**config.mk**
```make
export PLATFORM = sky130hd
export DESIGN_NAME = fetch_pc_gen
export DESIGN_NICKNAME = d
export VERILOG_FILES = /design/src/rtl/fetch_pc_gen.sv
export SDC_FILE = /design/constraint.sdc
export NUM_CORES = 1
export LEC_CHECK = 0
export CAP_MARGIN = 10
export CORE_MARGIN = 3
export CORE_UTILIZATION = 54
export DETAILED_ROUTE_END_ITERATION = 6
export PLACE_DENSITY_LB_ADDON = 0.12
export SKIP_CTS_REPAIR_TIMING = 1
export SYNTH_ARGS = -nofsm -noshare
export SYNTH_HDL_FRONTEND = slang
export SYNTH_SLANG_ARGS = --single-unit
```
**constraint.sdc**
```tcl
create_clock -name clk -period 6.5 [get_ports clk]
set_input_delay 1.95 -clock clk [delete_from_list [all_inputs] [get_ports clk]]
set_output_delay 1.95 -clock clk [all_outputs]
set_load 0.02 [all_outputs]
```
**src/rtl/fetch_pc_gen.sv**
```systemverilog
// -----------------------------------------------------------------------------
// fetch_pc_gen
//   Program-counter generator and instruction-fetch front end. Issues one
//   word-addressed fetch per cycle to a synchronous instruction memory with a
//   1-cycle read latency. The returned instruction is registered together
//   with its PC. A 1-entry skid buffer absorbs the word that is still in
//   flight when a downstream stall begins. A taken jump/branch redirects the
//   PC, squashes the fetch in flight and pulses flush for one cycle.
//
// Ports
//   clk           in   rising-edge clock
//   reset         in   synchronous, active-high reset
//   jb_enable     in   taken jump/branch pulse from the branch unit
//   jb_target_pc  in   [31:0] redirect target (word address)
//   stall         in   downstream cannot accept; outputs hold
//   imem_addr     out  [31:0] fetch address (driven directly from the PC)
//   imem_rd       out  read strobe; data returns on imem_rdata next cycle
//   imem_rdata    in   [31:0] instruction data returned by memory
//   inst_out      out  [31:0] registered instruction to decode
//   pc_out        out  [31:0] word address of inst_out
//   inst_valid    out  inst_out/pc_out are valid
//   flush         out  one-cycle squash pulse for decode/execute
// -----------------------------------------------------------------------------
module fetch_pc_gen #(
  parameter logic [31:0] RESET_PC = 32'h0
) (
  input  logic        clk,
  input  logic        reset,
  input  logic        jb_enable,
  input  logic [31:0] jb_target_pc,
  input  logic        stall,
  output logic [31:0] imem_addr,
  output logic        imem_rd,
  input  logic [31:0] imem_rdata,
  output logic [31:0] inst_out,
  output logic [31:0] pc_out,
  output logic        inst_valid,
  output logic        flush
);

  // Control state (reset)
  logic [31:0] pc_q, pc_d;
  logic        inflight_q, inflight_d;
  logic        skid_valid_q, skid_valid_d;
  logic        valid_q, valid_d;
  logic        flush_q, flush_d;
  logic [31:0] inst_q, inst_d;
  logic [31:0] pc_out_q, pc_out_d;

  // Data-only state (no reset needed: always qualified by a valid flag)
  logic [31:0] inflight_pc_q, inflight_pc_d;
  logic [31:0] skid_inst_q, skid_inst_d;
  logic [31:0] skid_pc_q, skid_pc_d;

  logic issue;

  // Stage 0: issue to instruction memory
  assign issue     = !reset && !stall;
  assign imem_rd   = issue;
  assign imem_addr = pc_q;

  always_comb begin
    pc_d          = pc_q;
    inflight_d    = 1'b0;
    inflight_pc_d = pc_q;
    skid_valid_d  = skid_valid_q;
    skid_inst_d   = skid_inst_q;
    skid_pc_d     = skid_pc_q;
    valid_d       = valid_q;
    inst_d        = inst_q;
    pc_out_d      = pc_out_q;
    flush_d       = jb_enable;

    if (jb_enable) begin
      // Redirect wins over stall. A fetch issued this cycle still carries
      // the old PC, so it is never marked in flight, and the word returning
      // this cycle is dropped along with the skid contents.
      pc_d         = jb_target_pc;
      skid_valid_d = 1'b0;
      valid_d      = 1'b0;
    end else begin
      if (issue) begin
        pc_d       = pc_q + 32'd1;
        inflight_d = 1'b1;
      end

      // Stage 1: memory return -> skid / output register
      if (stall) begin
        if (inflight_q) begin
          skid_valid_d = 1'b1;
          skid_inst_d  = imem_rdata;
          skid_pc_d    = inflight_pc_q;
        end
      end else if (skid_valid_q) begin
        // Nothing can be in flight here: the skid only fills on a stall
        // cycle, and stall cycles never issue.
        valid_d      = 1'b1;
        inst_d       = skid_inst_q;
        pc_out_d     = skid_pc_q;
        skid_valid_d = 1'b0;
      end else if (inflight_q) begin
        valid_d  = 1'b1;
        inst_d   = imem_rdata;
        pc_out_d = inflight_pc_q;
      end else begin
        valid_d = 1'b0;
      end
    end
  end

  // Stage 2: output register
  always_ff @(posedge clk) begin
    if (reset) begin
      pc_q         <= RESET_PC;
      inflight_q   <= 1'b0;
      skid_valid_q <= 1'b0;
      valid_q      <= 1'b0;
      flush_q      <= 1'b0;
      inst_q       <= 32'h0;
      pc_out_q     <= 32'h0;
    end else begin
      pc_q         <= pc_d;
      inflight_q   <= inflight_d;
      skid_valid_q <= skid_valid_d;
      valid_q      <= valid_d;
      flush_q      <= flush_d;
      inst_q       <= inst_d;
      pc_out_q     <= pc_out_d;
    end
  end

  always_ff @(posedge clk) begin
    inflight_pc_q <= inflight_pc_d;
    skid_inst_q   <= skid_inst_d;
    skid_pc_q     <= skid_pc_d;
  end

  assign inst_out   = inst_q;
  assign pc_out     = pc_out_q;
  assign inst_valid = valid_q;
  assign flush      = flush_q;

endmodule

```
# Word level (Yosys, flattened, before mapping)
# Cells that the tools add are included.
totals:
  ff_bits: 196
  input_bits: 68
  out_inout_bits: 99
  elab_cells: 31
op_classes:
  n_addsub: 1
  n_mux: 9
  bitwise: 2
  reduce_logical: 9
op_table:
  columns: ["op", "count"]
  rows:
  - ["$mux W32", 6]
  - ["$add A32 B1 Y32 const B", 1]
  - ["$reduce_and A3 Y1", 2]
  - ["$reduce_bool A2 Y1", 2]
  - ["$mux W1", 3]
  - ["$reduce_or A3 Y1", 1]
  - ["$logic_not A1 Y1", 2]
  - ["$not A1 Y1", 2]
  - ["$reduce_or A2 Y1", 1]
  - ["$logic_and A1 B1 Y1", 1]

# Longest topological paths before layout
# Gate-level depths: netlist of run 1.
logic_depth:
  word_depth: 4
  ltp_mapped: 6
  depth_no_buf: 5

# Worst setup path before layout of run 1
# No wires, ideal clock.
synth_path:
  kind: "input to register"
  start: "input jb_enable"
  end: "register skid_inst_q[0], enable pin"
  setup_time_ns: 0.429
  t_arrival_ns: 4.148
  required_ns: 6.071
  path_slack_ns: 1.923
  stages: 4
  n_path_buf: 2
  path_cell_list: "clkbuf_1 inv_2 clkbuf_1 and3_1"
synth_between:
  elab_chain_cells: 2
synth_rtl:
  columns: ["element", "line", "rtl"]
  rows:
  - ["from (decl)", "29", "input logic jb_enable,"]
  - ["$not A1 Y1 (no line)", null, null]
  - ["$reduce_and A3 Y1 (no line)", null, null]
  - ["to (signal assigned)", "134", "skid_inst_q <= skid_inst_d;"]
  - ["to (decl)", "52", "logic [31:0] skid_inst_q, skid_inst_d;"]
# Every way passes these cells.
# A chain may end at the register's enable or synchronous reset.

# Final worst setup path of run 1
layout_path:
  start: "input stall"
  end: "output imem_rd"
layout_between:
  elab_chain_cells: 2
layout_rtl:
  columns: ["element", "line", "rtl"]
  rows:
  - ["from (decl)", "31", "input logic stall,"]
  - ["$logic_not A1 Y1", "58", "assign issue = !reset && !stall;"]
  - ["$logic_and A1 B1 Y1", "58", null]
  - ["to (decl)", "33", "output logic imem_rd,"]
# Every way passes these cells.

==> results of run 1 <==
## cell usage in the layout, fill, tap and decap left out, types with 2 or more instances in the layout
| cell type | count |
|---|---|
| a2111oi_1 | 2 |
| a211oi_1 | 70 |
| a21oi_1 | 10 |
| a311oi_1 | 15 |
| and2_1 | 5 |
| and3_1 | 4 |
| and3_2 | 3 |
| and4_1 | 4 |
| and4_4 | 2 |
| buf_4 | 5 |
| clkbuf_16 | 18 |
| clkdlybuf4s50_1 | 165 |
| clkinv_2 | 2 |
| clkinv_4 | 5 |
| dfxtp_1 | 131 |
| edfxtp_1 | 64 |
| inv_1 | 2 |
| inv_6 | 4 |
| mux2i_1 | 65 |
| nand2_1 | 19 |
| nand3_1 | 11 |
| nand4_1 | 11 |
| nand4_2 | 2 |
| nand4b_1 | 5 |
| nor2_1 | 97 |
| nor2b_1 | 3 |
| nor3_1 | 4 |
| nor4_1 | 4 |
| o21ai_0 | 4 |
| o31ai_1 | 13 |
| o41a_1 | 2 |
| or3_1 | 4 |
| or4_1 | 13 |
| xnor2_1 | 5 |
| xor2_1 | 5 |
## state kept, by name (all words and copies together) (netlist names)
register	cells
inflight_pc_q	32
skid_pc_q	32
inst_out	32
imem_addr	32
skid_valid_q	1
flush	1
skid_inst_q	32
pc_out	32
inst_valid	1
inflight_q	1
## path summary, 6_finish.rpt
kind,startpoint,endpoint,slack (ns)
worst max-delay path,stall,imem_rd,1.07
worst min-delay path,imem_addr[5],inflight_pc_q[5],0.40
worst max register to register,skid_valid_q,pc_out[24],3.49
worst min register to register,imem_addr[5],inflight_pc_q[5],0.40
## area by class of cell
type	count	share of cell area (%)
multi-input combinational	396	27.6
clock inverter	13	1.19
inverter	3	0.115
timing repair buffer	171	17.5
sequential	196	46.7
clock buffer	19	4.74
tap	176	2.25
## power breakdown
part	internal, W	switching, W	leakage (nW)	total [W]
registers	0.00131	0.0000462	1.66	0.00135
clock network	0.000535	0.000466	0.288	0.00100
logic	0.000112	0.000107	1.17	0.000219
## synth_stat cells (all sizes together), types with 6 or more instances
| master | instances | share of area (%) |
|---|---|---|
| or4 | 13 | 1.3 |
| mux2i | 65 | 8.6 |
| clkbuf | 24 | 1.7 |
| a21oi | 10 | 0.66 |
| nand3 | 11 | 0.73 |
| nand4 | 14 | 1.5 |
| nand2 | 19 | 0.95 |
| nor2 | 97 | 4.8 |
| a311oi | 15 | 1.7 |
| a211oi | 70 | 7.0 |
| and3 | 7 | 0.61 |
| dfxtp | 132 | 35 |
| buf | 23 | 1.8 |
| o31ai | 13 | 1.3 |
| edfxtp | 64 | 26 |
| and4 | 6 | 0.76 |
## cell families after synthesis
group                      count (synthesis)  share of synthesized area [%]
buffers and inverters                     50                           3.69
AOI/OAI and AO/OA                        120                           12.0
DFF                                      196                           60.6
adders and majority gates                  1                          0.166
muxes                                     65                           8.63
and+or+nand+nor                          200                           13.8
xor gates and xnor gates                  10                           1.16
## per-stage QoR
step / area [um2] / worst slack [ns] / util, %
floorplan: 7540 / 1.92 / -
global placement: 9210 / 1.13 / 68.5
detailed placement: 9210 / 1.10 / 68.5
CTS: 9790 / 1.10 / 72.8
global route: 9790 / 1.04 / 72.8
finish: 9790 / 1.07 / 72.8
## routing by layer
metal  global-route usage [%]  vias to the layer above  share of wire, %
li1                         -                     2726                 -
met1                     32.1                     2702                43
met2                     37.8                      213                48
met3                     5.59                       21               7.3
met4                     7.32                        0               1.5
met5                        0                        -                 0
==> impl_metrics.ini, run 1 <==
[outcome]
status = finished clean

[routing]
drt_iter0_drc = 460
postRouteAntennaNets = 0
vias_per_cell = 5.81
wl_per_cell_um = 18.3
vias = 5662
drc = 0
firstDrtPassIters = 5
routed_wl_um = 17900

[yosys]
async_flop_share_pct = 0
synth_ff_type = dfxtp_1
synth_seq_cells = 196
synthCells = 642
synth_area_um2 = 7540
avgSynthCellArea_um2 = 11.7
synth_cell_types = 51
yosysSeqAreaShare_pct = 60.6
yosysWarnings = 0
synth_edf_count = 64
syn_nets = 711

[final_layout]
fillerInstances = 998
instances_no_fill = 974
final_layout_size_suffix_gt1_share_pct = 6.39
num-nets-final = 854
multi_input_area_um2 = 2700
antenna_cells = 0
regArea_um2 = 4570
synthToLayoutAreaGrowth_pct = 29.9

[floorplanning]
die_x_um = 124
fp.dieH_um = 124
coreArea_um2 = 13500
initial_core_util_pct = 56.0
die-area_um2 = 15400
num_rows = 42
io_pins = 167

[clock_tree]
clk_pin_slew_ns = 0.07
h-tree-depth = 4
cts_buffer_depth = 2
cts-root-buf = clkbuf_16
cts_tree = yes
cts_sinks = 196
clk_latency_ns = 0.43
numCtsBuffers = 17

[grt]
antenna_found_initial = 0
grt_pass1_vias = 5614
grt_pass1_wl_um = 28300
gr-total-overflow = 0
grt_usage_pct = 23.6
grt_start_max_net_pins = 129

[setup_path]
path_depth = 3
criticalPathCategory = in2out
path_buf_inv = 2
cp_top_family = buffers and inverters
worst-path-max-fanout = 5
start_kind = primary input
timing.critical_path.arrival_ns = 3.48
cp_slowest_cell = clkdlybuf4s50_1
crit_top_cell = clkdlybuf4s50_1
crit_chain = clkdlybuf4s50_1 -> nor2_1 -> clkdlybuf4s50_1
worst_setup_path_end_kind = output port
rr_worst_depth = 5
slowest_delay_ns = 0.72
worstPathRequired_ns = 4.55

[timing]
setup_viol = 0
rsz0062_at_grt = false
worst_pin_slew_ns = 1.21
finalSetupTns_ns = 0
relSlewSlack_pct = 19.3
maxSlewViolCount = 0
fin_crit_ns = 5.43
hold_viol = 0
skew_ns = 0.00935
fmax_mhz = 184
period_share_pct = 83.6
timing.hold.ws_ns = 0.404

[placed_design]
hpwl_um = 11900
gp_congestion = 0.894
io_buffers = 166
dp.cells = 942

[power_and_ir_drop]
p_leak_nw = 3.12
total_power_w = 0.00257
power_density_nw_per_um2 = 263
peakVddDrop_v = 0.000190

[min_path]
min_path_type = reg2reg
whs_path_depth = 0

[run]
drv_cap = 0
Power figures use the tool's default switching activity.
==> run 2, diff against run 1 <==
--- a/config.mk
+++ b/config.mk
@@ -7,7 +7,7 @@
 export LEC_CHECK = 0
 export CAP_MARGIN = 10
 export CORE_MARGIN = 3
-export CORE_UTILIZATION = 54
+export CORE_UTILIZATION = 45
 export DETAILED_ROUTE_END_ITERATION = 6
 export PLACE_DENSITY_LB_ADDON = 0.12
 export SKIP_CTS_REPAIR_TIMING = 1
==> constraint.sdc (replaced) <==
create_clock -name clk -period 4.5 [get_ports clk]
set_input_delay 1.35 -clock clk [delete_from_list [all_inputs] [get_ports clk]]
set_output_delay 1.35 -clock clk [all_outputs]
set_load 0.02 [all_outputs]
==> impl_metrics.ini, run 2 (synthesized netlist as in run 1, its figures left out) <==
[outcome]
status = finished clean

[timing]
period_share_pct = 86.6
fmax_mhz = 257
hold_viol = 0
relSlewSlack_pct = 26.4
finalSetupTns_ns = 0
timing.hold.ws_ns = 0.408
setup_viol = 0
skew_ns = 0.00961
worst_pin_slew_ns = 1.10
fin_crit_ns = 3.90
maxSlewViolCount = 0
rsz0062_at_grt = false

[setup_path]
worst-path-max-fanout = 2
slowest_delay_ns = 0.63
crit_top_cell = clkdlybuf4s50_1
rr_worst_depth = 5
crit_chain = clkdlybuf4s50_1 -> nor2_1 -> clkdlybuf4s50_1
start_kind = primary input
cp_slowest_cell = clkdlybuf4s50_1
timing.critical_path.arrival_ns = 2.55
worstPathRequired_ns = 3.15
criticalPathCategory = in2out
worst_setup_path_end_kind = output port

[clock_tree]
cts_buffer_depth = 2
clk_pin_slew_ns = 0.08
clk_latency_ns = 0.42
h-tree-depth = 4
cts_sinks = 196
cts_tree = yes
numCtsBuffers = 17
cts-root-buf = clkbuf_16

[final_layout]
synthToLayoutAreaGrowth_pct = 31.2
num-nets-final = 859
antenna_cells = 0
final_common_cell = clkdlybuf4s50_1
final_layout_size_suffix_gt1_share_pct = 6.97
final_cell_mix = 165 x clkdlybuf4s50_1, 131 x dfxtp_1, 97 x nor2_1
instances_no_fill = 1019

[placed_design]
dp.cells = 987
gp_congestion = 0.813
io_buffers = 166
hpwl_um = 11800

[routing]
firstDrtPassIters = 5
routed_wl_um = 17600
vias_per_cell = 5.45
wl_per_cell_um = 17.2
drt_iter0_drc = 316
drc = 0
postRouteAntennaNets = 0
vias = 5556

[grt]
grt_pass1_wl_um = 28300
grt_start_max_net_pins = 129
antenna_found_initial = 0
grt_pass1_vias = 5362
gr-total-overflow = 0
grt_usage_pct = 19.2

[floorplanning]
fp.dieH_um = 135
num_rows = 46
initial_core_util_pct = 46.8
io_pins = 167
die_x_um = 135
coreArea_um2 = 16100
die-area_um2 = 18300

[power_and_ir_drop]
p_leak_nw = 3.15
power_density_nw_per_um2 = 375
peakVddDrop_v = 0.000265

[min_path]
whs_path_depth = 0
min_path_type = reg2reg

[run]
drv_cap = 0
[run 2: cell count changes in the layout (fill, tap and decap cells not counted)]
cell	delta
buf_4	+3
clkinv_4	-3
buf_12	+2
inv_4	+2
inv_8	+2
clkbuf_16	-1
clkbuf_8	-1
clkinv_2	-1
clkinv_8	+1
clkinvlp_4	+1
[run 2: area by class of cell]
class / count / area (um2)
fill: 1300 / 6220
sequential: 196 / 4570
multi-input combinational: 396 / 2700
timing repair buffer: 176 / 1770
clock buffer: 17 / 425
tap: 216 / 270
clock inverter: 15 / 144
inverter: 3 / 11.3
[run 2: stage by stage]
step / utilization (%) / cell area [um2] / setup slack (ns) / power (W)
after global placement: 57.8 / 9320 / 0.606 / 0.00230
after floorplan: - / 7540 / 0.523 / 0.00213
after detailed placement: 57.8 / 9320 / 0.611 / 0.00231
after global routing: 61.4 / 9890 / 0.552 / 0.00385
after CTS: 61.4 / 9890 / 0.599 / 0.00374
final: 61.4 / 9890 / 0.602 / 0.00371
[run 2: worst max-delay path: cells and delay by family]
kind                   cells  cell delay, ns
and+or+nand+nor            1            0.15
buffers and inverters      2            1.05
[run 2: metal layers]
metal	vias to the layer above	wire length (um)	global-route usage, %
li1	2733	-	-
met1	2600	8360	27.7
met2	212	7880	28.7
met3	11	1170	4.90
met4	0	150	5.43
met5	-	0	0
[run 2: final timing paths]
path	from	to	slack [ns]
max	stall	imem_rd	0.60
min	imem_addr[5]	inflight_pc_q[5]	0.41
max reg2reg	imem_addr[0]	imem_addr[22]	2.09
min reg2reg	imem_addr[5]	inflight_pc_q[5]	0.41
[run 2: power breakdown]
part	internal, W	switching (W)	leakage [nW]	total, W
Sequential	0.00189	0.0000616	1.66	0.00195
Clock	0.000737	0.000699	0.281	0.00144
Combinational	0.000165	0.000157	1.21	0.000322
